**src/rtl/imm_pkg.sv**
```systemverilog
// Shared opcode constants and immediate format codes for the immediate
// decoder and everything downstream that consumes its format code.
package imm_pkg;

    localparam logic [6:0] OPC_OP_IMM   = 7'b0010011;
    localparam logic [6:0] OPC_LOAD     = 7'b0000011;
    localparam logic [6:0] OPC_JALR     = 7'b1100111;
    localparam logic [6:0] OPC_OP_IMM32 = 7'b0011011;
    localparam logic [6:0] OPC_STORE    = 7'b0100011;
    localparam logic [6:0] OPC_BRANCH   = 7'b1100011;
    localparam logic [6:0] OPC_LUI      = 7'b0110111;
    localparam logic [6:0] OPC_AUIPC    = 7'b0010111;
    localparam logic [6:0] OPC_JAL      = 7'b1101111;
    localparam logic [6:0] OPC_SYSTEM   = 7'b1110011;

    typedef enum logic [2:0] {
        FMT_NONE = 3'd0,
        FMT_I    = 3'd1,
        FMT_S    = 3'd2,
        FMT_B    = 3'd3,
        FMT_U    = 3'd4,
        FMT_J    = 3'd5,
        FMT_Z    = 3'd6
    } imm_fmt_t;

endpackage

```
**src/rtl/imm_decode_comb.sv**
```systemverilog
// Combinational RV32/RV64 immediate decoder; also reused by the branch predictor.
module imm_decode_comb
    import imm_pkg::*;
#(
    parameter int XLEN = 32
) (
    input  logic [31:0]     instr,
    output logic [XLEN-1:0] imm,
    output imm_fmt_t        fmt
);

    generate
        if (XLEN != 32 && XLEN != 64) begin : g_bad_xlen
            $error("imm_decode_comb: XLEN must be 32 or 64");
        end
    endgenerate

    // Each format is assembled as a 32-bit two's-complement value, then
    // widened with a signed cast so bit 31 fills up to XLEN-1.
    logic [31:0] raw;

    always_comb begin
        raw = '0;
        imm = '0;
        fmt = FMT_NONE;
        unique case (instr[6:0])
            OPC_OP_IMM, OPC_LOAD, OPC_JALR: begin
                raw = {{20{instr[31]}}, instr[31:20]};
                fmt = FMT_I;
            end
            OPC_OP_IMM32: begin
                if (XLEN == 64) begin
                    raw = {{20{instr[31]}}, instr[31:20]};
                    fmt = FMT_I;
                end
            end
            OPC_STORE: begin
                raw = {{20{instr[31]}}, instr[31:25], instr[11:7]};
                fmt = FMT_S;
            end
            OPC_BRANCH: begin
                raw = {{19{instr[31]}}, instr[31], instr[7], instr[30:25], instr[11:8], 1'b0};
                fmt = FMT_B;
            end
            OPC_LUI, OPC_AUIPC: begin
                raw = {instr[31:12], 12'b0};
                fmt = FMT_U;
            end
            OPC_JAL: begin
                raw = {{11{instr[31]}}, instr[31], instr[19:12], instr[20], instr[30:21], 1'b0};
                fmt = FMT_J;
            end
            OPC_SYSTEM: begin
                if (instr[14:12] == 3'b101 || instr[14:12] == 3'b110 || instr[14:12] == 3'b111) begin
                    fmt = FMT_Z;
                end
            end
            default: begin
                raw = '0;
            end
        endcase

        if (fmt == FMT_Z) begin
            imm = XLEN'(instr[19:15]);
        end else begin
            imm = XLEN'($signed(raw));
        end
    end

endmodule

```
**src/rtl/imm_decode_stage.sv**
```systemverilog
// One valid/ready pipeline stage around the immediate decoder, with an
// optional skid register so in_ready never depends combinationally on out_ready.
module imm_decode_stage
    import imm_pkg::*;
#(
    parameter int XLEN    = 32,
    parameter int TAG_W   = 8,
    parameter int EN_SKID = 1
) (
    input  logic             clk,
    input  logic             rst_n,
    input  logic             flush,
    input  logic             in_valid,
    output logic             in_ready,
    input  logic [31:0]      in_instr,
    input  logic [TAG_W-1:0] in_tag,
    output logic             out_valid,
    input  logic             out_ready,
    output logic [XLEN-1:0]  out_imm,
    output logic [2:0]       out_fmt,
    output logic [31:0]      out_instr,
    output logic [TAG_W-1:0] out_tag
);

    logic [XLEN-1:0]  dec_imm;
    imm_fmt_t         dec_fmt;

    logic             skid_valid;
    logic [XLEN-1:0]  skid_imm;
    logic [2:0]       skid_fmt;
    logic [31:0]      skid_instr;
    logic [TAG_W-1:0] skid_tag;

    logic             in_fire;
    logic             out_load;

    imm_decode_comb #(.XLEN(XLEN)) u_dec (
        .instr (in_instr),
        .imm   (dec_imm),
        .fmt   (dec_fmt)
    );

    // Without the skid, the skid register is never written: a stalled
    // output already forces in_ready low.
    assign in_ready = (EN_SKID != 0) ? !skid_valid : (!out_valid || out_ready);
    assign in_fire  = in_valid && in_ready;
    assign out_load = !out_valid || out_ready;

    always_ff @(posedge clk or negedge rst_n) begin
        if (!rst_n) begin
            out_valid  <= 1'b0;
            out_imm    <= '0;
            out_fmt    <= FMT_NONE;
            out_instr  <= '0;
            out_tag    <= '0;
            skid_valid <= 1'b0;
            skid_imm   <= '0;
            skid_fmt   <= FMT_NONE;
            skid_instr <= '0;
            skid_tag   <= '0;
        end else if (flush) begin
            out_valid  <= 1'b0;
            skid_valid <= 1'b0;
        end else if (out_load) begin
            if (skid_valid) begin
                out_valid  <= 1'b1;
                out_imm    <= skid_imm;
                out_fmt    <= skid_fmt;
                out_instr  <= skid_instr;
                out_tag    <= skid_tag;
                skid_valid <= in_fire;
                if (in_fire) begin
                    skid_imm   <= dec_imm;
                    skid_fmt   <= dec_fmt;
                    skid_instr <= in_instr;
                    skid_tag   <= in_tag;
                end
            end else if (in_fire) begin
                out_valid <= 1'b1;
                out_imm   <= dec_imm;
                out_fmt   <= dec_fmt;
                out_instr <= in_instr;
                out_tag   <= in_tag;
            end else begin
                out_valid <= 1'b0;
            end
        end else if (in_fire) begin
            skid_valid <= 1'b1;
            skid_imm   <= dec_imm;
            skid_fmt   <= dec_fmt;
            skid_instr <= in_instr;
            skid_tag   <= in_tag;
        end
    end

endmodule

```
**config.mk**
```make
export PLATFORM = sky130hd
export DESIGN_NAME = imm_decode_stage
export DESIGN_NICKNAME = d
export VERILOG_FILES = /design/src/rtl/imm_pkg.sv /design/src/rtl/imm_decode_comb.sv /design/src/rtl/imm_decode_stage.sv
export SDC_FILE = /design/constraint.sdc
export NUM_CORES = 1
export LEC_CHECK = 0
export BUFFER_PORTS_ARGS = -buffer_cell sky130_fd_sc_hd__buf_2
export CAP_MARGIN = 10
export CORE_AREA = 4 4 110 123
export CTS_CLUSTER_DIAMETER = 50
export CTS_CLUSTER_SIZE = 28
export DETAILED_ROUTE_END_ITERATION = 16
export DIE_AREA = 0 0 114 127
export GPL_TIMING_DRIVEN = 0
export PLACE_DENSITY = 0.75
export SLEW_MARGIN = 20
export SYNTH_ARGS = -nofsm -noshare
export SYNTH_HDL_FRONTEND = slang
export SYNTH_SLANG_ARGS = --single-unit
```
**constraint.sdc**
```tcl
create_clock -name clk -period 2.27 [get_ports clk]
set_input_delay 0.454 -clock clk [delete_from_list [all_inputs] [get_ports clk]]
set_output_delay 0.454 -clock clk [all_outputs]
set_load 0.1 [all_outputs]
```
==> impl_metrics.py, run 1 <==
metrics = {
    "clock_tree": {
        "cts_setup_buffers": 0,
        "cts_tree": "done",
        "clk_pin_slew_ns": 0.06,
        "cts_htree_levels": 4,
        "clock-sinks": 152,
        "cts.path.max_buffers": 2,
        "clk_latency_ns": 0.43,
        "cts_buffers": 17,
        "root_buffer": "clkbuf_16",
    },
    "sta": {
        "min_period_over_period_pct": 93.8,
        "maxSlewViolCount": 0,
        "hold_viol": 0,
        "tns_ns": 0,
        "clock_skew_ns": 0.00848,
        "min_period_ns": 2.13,
        "finalSetupViolations": 0,
        "rsz0062_at_grt": "false",
        "hold-worst-slack_ns": 0.237,
        "clock.fmax_ghz": 0.470,
        "tightest_slew_ns": 0.879,
        "timing.slew.headroom_pct": 41.4,
    },
    "synth": {
        "async_reset_ff_share_pct": 100,
        "synth_area_sq_um": 6620,
        "syn-mean-instance-area_sq_um": 9.53,
        "synth_ff_type": "dfrtp_1",
        "ys_types": 39,
        "yosys_warnings": 0,
        "synth-edff-count": 0,
        "synthTopCellsByArea": "dfrtp_1 57%, nand2_1 11%, o21ai_0 6.9%",
        "synth-seq-cells": 152,
        "syn_nets": 739,
        "yosysTopAreaCell": "dfrtp_1",
        "synth-seq-area-share_pct": 57.5,
        "synthCells": 694,
        "synth_top_area_share_pct": 57.5,
    },
    "floorplanning": {
        "pin_count": 122,
        "die_w_um": 114,
        "die_h_um": 127,
        "num_rows": 43,
        "die_area_sq_um": 14500,
        "core-area_sq_um": 12400,
        "initial_core_util_pct": 53.5,
    },
    "detailed_routing": {
        "drt_iter0_drc": 560,
        "finalWirelength_mm": 18.9,
        "vias_per_cell": 5.90,
        "via_count": 5919,
        "drc": 0,
        "dr.pass1.iters": 7,
        "drtAntennaViolNets": 0,
        "post_drt_wl_per_cell_um": 18.8,
    },
    "worst_setup_path": {
        "cp_num_buf_inv": 3,
        "worstPathArrival_ns": 1.68,
        "cpPeakStageDelay_ns": 0.41,
        "crit_chain": "inv_1 > clkbuf_2 > buf_4",
        "cp-start-kind": "flip-flop",
        "crit_fanout": 10,
        "cpLargestDelayFamily": "buffers and inverters",
        "critPathSlowestCell": "dfrtp_1",
        "critPathKind": "flip-flop to output pin",
        "required_ns": 1.82,
        "cp-end-kind": "output pin",
    },
    "place": {
        "gp_congestion": 0.885,
        "port_buffers": 119,
        "dp_hpwl_mm": 13.1,
    },
    "layout": {
        "diodes": 0,
        "drive_gt1_share_pct": 21.1,
        "nNetsFinal": 879,
        "final_core_util_pct": 65.5,
        "syn_to_final_growth_pct": 22.5,
    },
    "run": {
        "cap_violations": 0,
    },
    "global_routing": {
        "grt_first_pass_wirelength_mm": 30.6,
        "grt_start_max_net_pins": 104,
        "grt_pass1_vias": 5981,
        "antenna_found_initial": 0,
        "grt_usage_pct": 26.8,
        "grt_remaining_overflow": 0,
    },
    "power_and_ir_drop": {
        "p_leak_nw": 3.91,
        "irDropWorstVdd_v": 0.000572,
        "power.density_nw_per_um2": 1080,
    },
    "min_path": {
        "hp-class": "primary input to flip-flop",
    },
    "status": {
        "status": "complete, no violations",
    },
}
[routing by layer]
metal / up-vias / wire length [um] / global-route usage (%)
met5: - / 0 / 0
met4: 0 / 590 / 12.2
met3: 47 / 1500 / 5.92
met2: 295 / 9340 / 43.6
met1: 2915 / 7500 / 34.6
li1: 2662 / - / -
[report_power, final]
part / total (mW) / internal (mW) / switching, mW
Sequential: 3.35 / 3.13 / 0.220
Combinational: 2.31 / 0.398 / 1.91
Clock: 3.08 / 1.91 / 1.17
[what timing repair did]
action,4_1_cts,5_1_grt
endpoints found under the hold margin,49,0
hold buffers,1,0
setup endpoints to repair,1,0
gates resized for setup,2,0
[logic make-up (layout without fill, tap and decap cells)]
family | count (synthesis) | in the layout | share of synthesized area [%]
mux | 41 | 41 | 6.20
simple gates | 260 | 260 | 16.5
compound gates | 186 | 186 | 15.8
buf+inv | 55 | 208 | 4.03
flops | 152 | 152 | 57.5
[worst paths after layout]
kind / cells after the start / slack, ns / start / to
min in group asynchronous: 2 / 0.52 / rst_n / out_instr[7]$_DFFE_PN0P_
max in group asynchronous: 3 / 0.92 / rst_n / out_imm[21]$_DFFE_PN0P_
hold / removal: 3 / 0.24 / in_tag[1] / skid_tag[1]$_DFFE_PN0P_
setup / recovery: 3 / 0.14 / skid_valid$_DFFE_PN0P_ / in_ready
hold reg to reg: 2 / 0.48 / skid_imm[7]$_DFFE_PN0P_ / skid_imm[7]$_DFFE_PN0P_
setup reg to reg: 5 / 0.15 / out_valid$_DFFE_PN0P_ / out_imm[15]$_DFFE_PN0P_
[through the flow]
step	cell area [sq um]	instances	setup slack [ns]	total power, mW
final	8110	1004	0.141	8.74
after global routing	8110	1004	0.0607	9.04
after CTS	8110	1004	0.147	8.76
after detailed placement	7450	971	0.139	5.70
after global placement	7410	970	-1.34	5.63
after floorplan	6620	694	0.0709	5.17
[registers in the layout (all words and copies together) (netlist names)]
signal      cells
skid_instr     32
out_instr      32
skid_fmt        3
out_imm        32
skid_tag        8
out_tag         8
skid_imm       32
out_fmt         3
out_valid       1
skid_valid      1
[layout by cell type, fill, tap and decap left out, types with 3 or more instances in the layout]
cell	Yosys	routed
a31oi_1	3	3
bufinv_16	0	4
clkbuf_1	23	22
nand2_1	186	186
and3_1	13	13
dfrtp_1	152	152
o21a_1	5	5
clkbuf_16	0	17
o221ai_1	4	4
inv_1	8	8
buf_6	5	5
o21ai_0	91	91
or3_1	13	13
a21o_1	3	3
a21oi_1	53	53
o22ai_1	9	9
buf_2	15	132
nor2_1	27	27
buf_1	3	3
mux2i_1	41	41
a221o_1	4	4
nor3_1	7	7
a22oi_1	4	4
clkinv_4	0	4
[cell usage after synthesis, types with 2 or more instances]
cell / number
buf_6: 5
a21oi_2: 2
buf_1: 3
or3_1: 13
dfrtp_1: 152
nor4_1: 2
a21oi_1: 53
a221o_1: 4
a22oi_1: 4
nand3_1: 2
a31oi_1: 3
nand2_1: 186
inv_1: 8
mux2i_1: 41
a21o_1: 3
nor2_1: 27
o221ai_1: 4
clkbuf_1: 23
nor3_2: 2
and3_1: 13
o21ai_0: 91
nor2b_1: 2
o22ai_1: 9
nor3_1: 7
buf_2: 15
o21a_1: 5
o211ai_1: 2
nand3b_1: 2
[tightest hold or removal path, delay by kind of cell]
family,cells,cell delay (ns)
and+or+nand+nor,2,0.10
buffers and inverters,1,0.08
[layout make-up]
| class | count | area, sq um |
|---|---|---|
| fill | 1000 | 4270 |
| buffer | 47 | 238 |
| timing repair buffer | 121 | 646 |
| inverter | 8 | 30.0 |
| tap | 157 | 196 |
| multi-input combinational | 487 | 2550 |
| clock buffer | 19 | 453 |
| clock inverter | 13 | 193 |
| sequential | 152 | 3800 |
Power figures use the tool's default switching activity.
==> run 2, diff against run 1 <==
--- a/config.mk
+++ b/config.mk
@@ -13,6 +13,7 @@
 export DETAILED_ROUTE_END_ITERATION = 16
 export DIE_AREA = 0 0 114 127
 export GPL_TIMING_DRIVEN = 0
+export MAX_ROUTING_LAYER = met4
 export PLACE_DENSITY = 0.75
 export SLEW_MARGIN = 20
 export SYNTH_ARGS = -nofsm -noshare
==> impl_metrics.py, run 2 (synthesis results as in run 1) <==
metrics = {
    "place": {
        "dp_hpwl_mm": 13.2,
        "port_buffers": 119,
        "gp_congestion": 0.898,
    },
    "sta": {
        "timing.slew.headroom_pct": 40.1,
        "tns_ns": 0,
        "hold-worst-slack_ns": 0.0571,
        "tightest_slew_ns": 0.899,
        "min_period_over_period_pct": 95.4,
        "clock.fmax_ghz": 0.462,
        "hold_viol": 0,
        "rsz0062_at_grt": "false",
        "min_period_ns": 2.17,
        "clock_skew_ns": 0.00822,
        "finalSetupViolations": 0,
        "maxSlewViolCount": 0,
    },
    "clock_tree": {
        "clock-sinks": 152,
        "cts_setup_buffers": 0,
        "clk_pin_slew_ns": 0.06,
        "postCtsHoldBufs": 0,
        "cts_tree": "done",
        "cts-resized-gates": 2,
        "root_buffer": "clkbuf_16",
        "clk_latency_ns": 0.42,
        "cts.path.max_buffers": 2,
        "cts_buffers": 17,
        "cts_htree_levels": 4,
    },
    "global_routing": {
        "grt_remaining_overflow": 0,
        "grt_usage_pct": 27.7,
        "antenna_found_initial": 0,
        "grt_pass1_vias": 5941,
        "grt_first_pass_wirelength_mm": 30.6,
        "grt_start_max_net_pins": 94,
    },
    "detailed_routing": {
        "drtAntennaViolNets": 0,
        "drc": 0,
        "drt_iter0_drc": 573,
        "via_count": 5845,
        "finalWirelength_mm": 18.9,
        "post_drt_wl_per_cell_um": 18.9,
        "vias_per_cell": 5.83,
        "dr.pass1.iters": 5,
    },
    "floorplanning": {
        "die_w_um": 114,
        "core-area_sq_um": 12400,
        "die_h_um": 127,
        "initial_core_util_pct": 53.5,
        "pin_count": 122,
        "die_area_sq_um": 14500,
        "num_rows": 43,
    },
    "power_and_ir_drop": {
        "power.density_nw_per_um2": 1060,
        "irDropWorstVdd_v": 0.000535,
        "p_leak_nw": 3.89,
    },
    "min_path": {
        "hp-class": "primary input to async pin",
    },
    "layout": {
        "diodes": 0,
        "syn_to_final_growth_pct": 21.8,
        "drive_gt1_share_pct": 20.9,
        "fillCellCount": 1023,
        "nNetsFinal": 878,
        "final_common_cell": "nand2_1",
        "layout_common_cells": "186 x nand2_1, 152 x dfrtp_1, 132 x buf_2",
    },
    "run": {
        "cap_violations": 0,
    },
    "worst_setup_path": {
        "cp-end-kind": "output pin",
        "worstPathArrival_ns": 1.71,
        "required_ns": 1.82,
        "crit_fanout": 10,
        "cp-start-kind": "flip-flop",
        "critPathKind": "flip-flop to output pin",
    },
    "status": {
        "status": "complete, no violations",
    },
}
-- run 2: changes by cell type in the layout (fill, tap and decap cells not counted) --
| cell | delta |
|---|---|
| clkbuf_1 | +2 |
| clkinv_2 | +2 |
| inv_6 | -2 |
| bufinv_16 | -1 |
| clkinvlp_4 | -1 |
| dlygate4sd3_1 | -1 |
-- run 2: cell type report --
class	instances	area, sq um	area share (%)
Buffer	47	238	2.95
Clock buffer	21	460	5.71
Clock inverter	11	148	1.83
Inverter	8	30.0	0.373
Multi-Input combinational cell	487	2550	31.6
Sequential cell	152	3800	47.2
Tap cell	157	196	2.44
Timing Repair Buffer	120	636	7.89
-- run 2: worst max-delay path: stages, from the launching register on --
cell      delay, ns
dfrtp_1        0.41
inv_1          0.22
clkbuf_2       0.31
buf_4          0.34
-- run 2: final timing paths --
path / cells after the start / start / end / slack [ns]
setup / recovery: 3 / skid_valid$_DFFE_PN0P_ / in_ready / 0.10
hold / removal: 1 / rst_n / out_instr[4]$_DFFE_PN0P_ / 0.06
setup reg to reg: 5 / out_valid$_DFFE_PN0P_ / out_imm[15]$_DFFE_PN0P_ / 0.17
hold reg to reg: 2 / skid_instr[0]$_DFFE_PN0P_ / skid_instr[0]$_DFFE_PN0P_ / 0.47
max in group asynchronous: 2 / rst_n / out_tag[3]$_DFFE_PN0P_ / 1.49
min in group clk: 3 / in_tag[3] / skid_tag[3]$_DFFE_PN0P_ / 0.24
-- run 2: stage by stage --
stage	instance area [sq um]	power, mW	instances	utilization [%]	worst slack (ns)
final	8060	8.57	1003	65.1	0.103
after global routing	8060	8.89	1003	65.1	0.00994
after CTS	8060	8.59	1003	65.1	0.127
after detailed placement	7450	5.71	971	60.2	0.0658
after global placement	7410	5.63	970	59.9	-1.35
after floorplan	6620	5.17	694	-	0.0709
-- run 2: where the power goes --
group / internal [mW] / switching [mW]
clock: 1.79 / 1.12
sequential: 3.13 / 0.227
combinational: 0.397 / 1.92
-- run 2: metal layers --
metal / vias up / part of all wire, % / global-route usage (%)
met5: - / 0 / -
met4: 0 / 2.0 / 10.3
met3: 31 / 7.4 / 5.68
met2: 270 / 50 / 44.2
met1: 2886 / 41 / 35.2
li1: 2658 / - / -
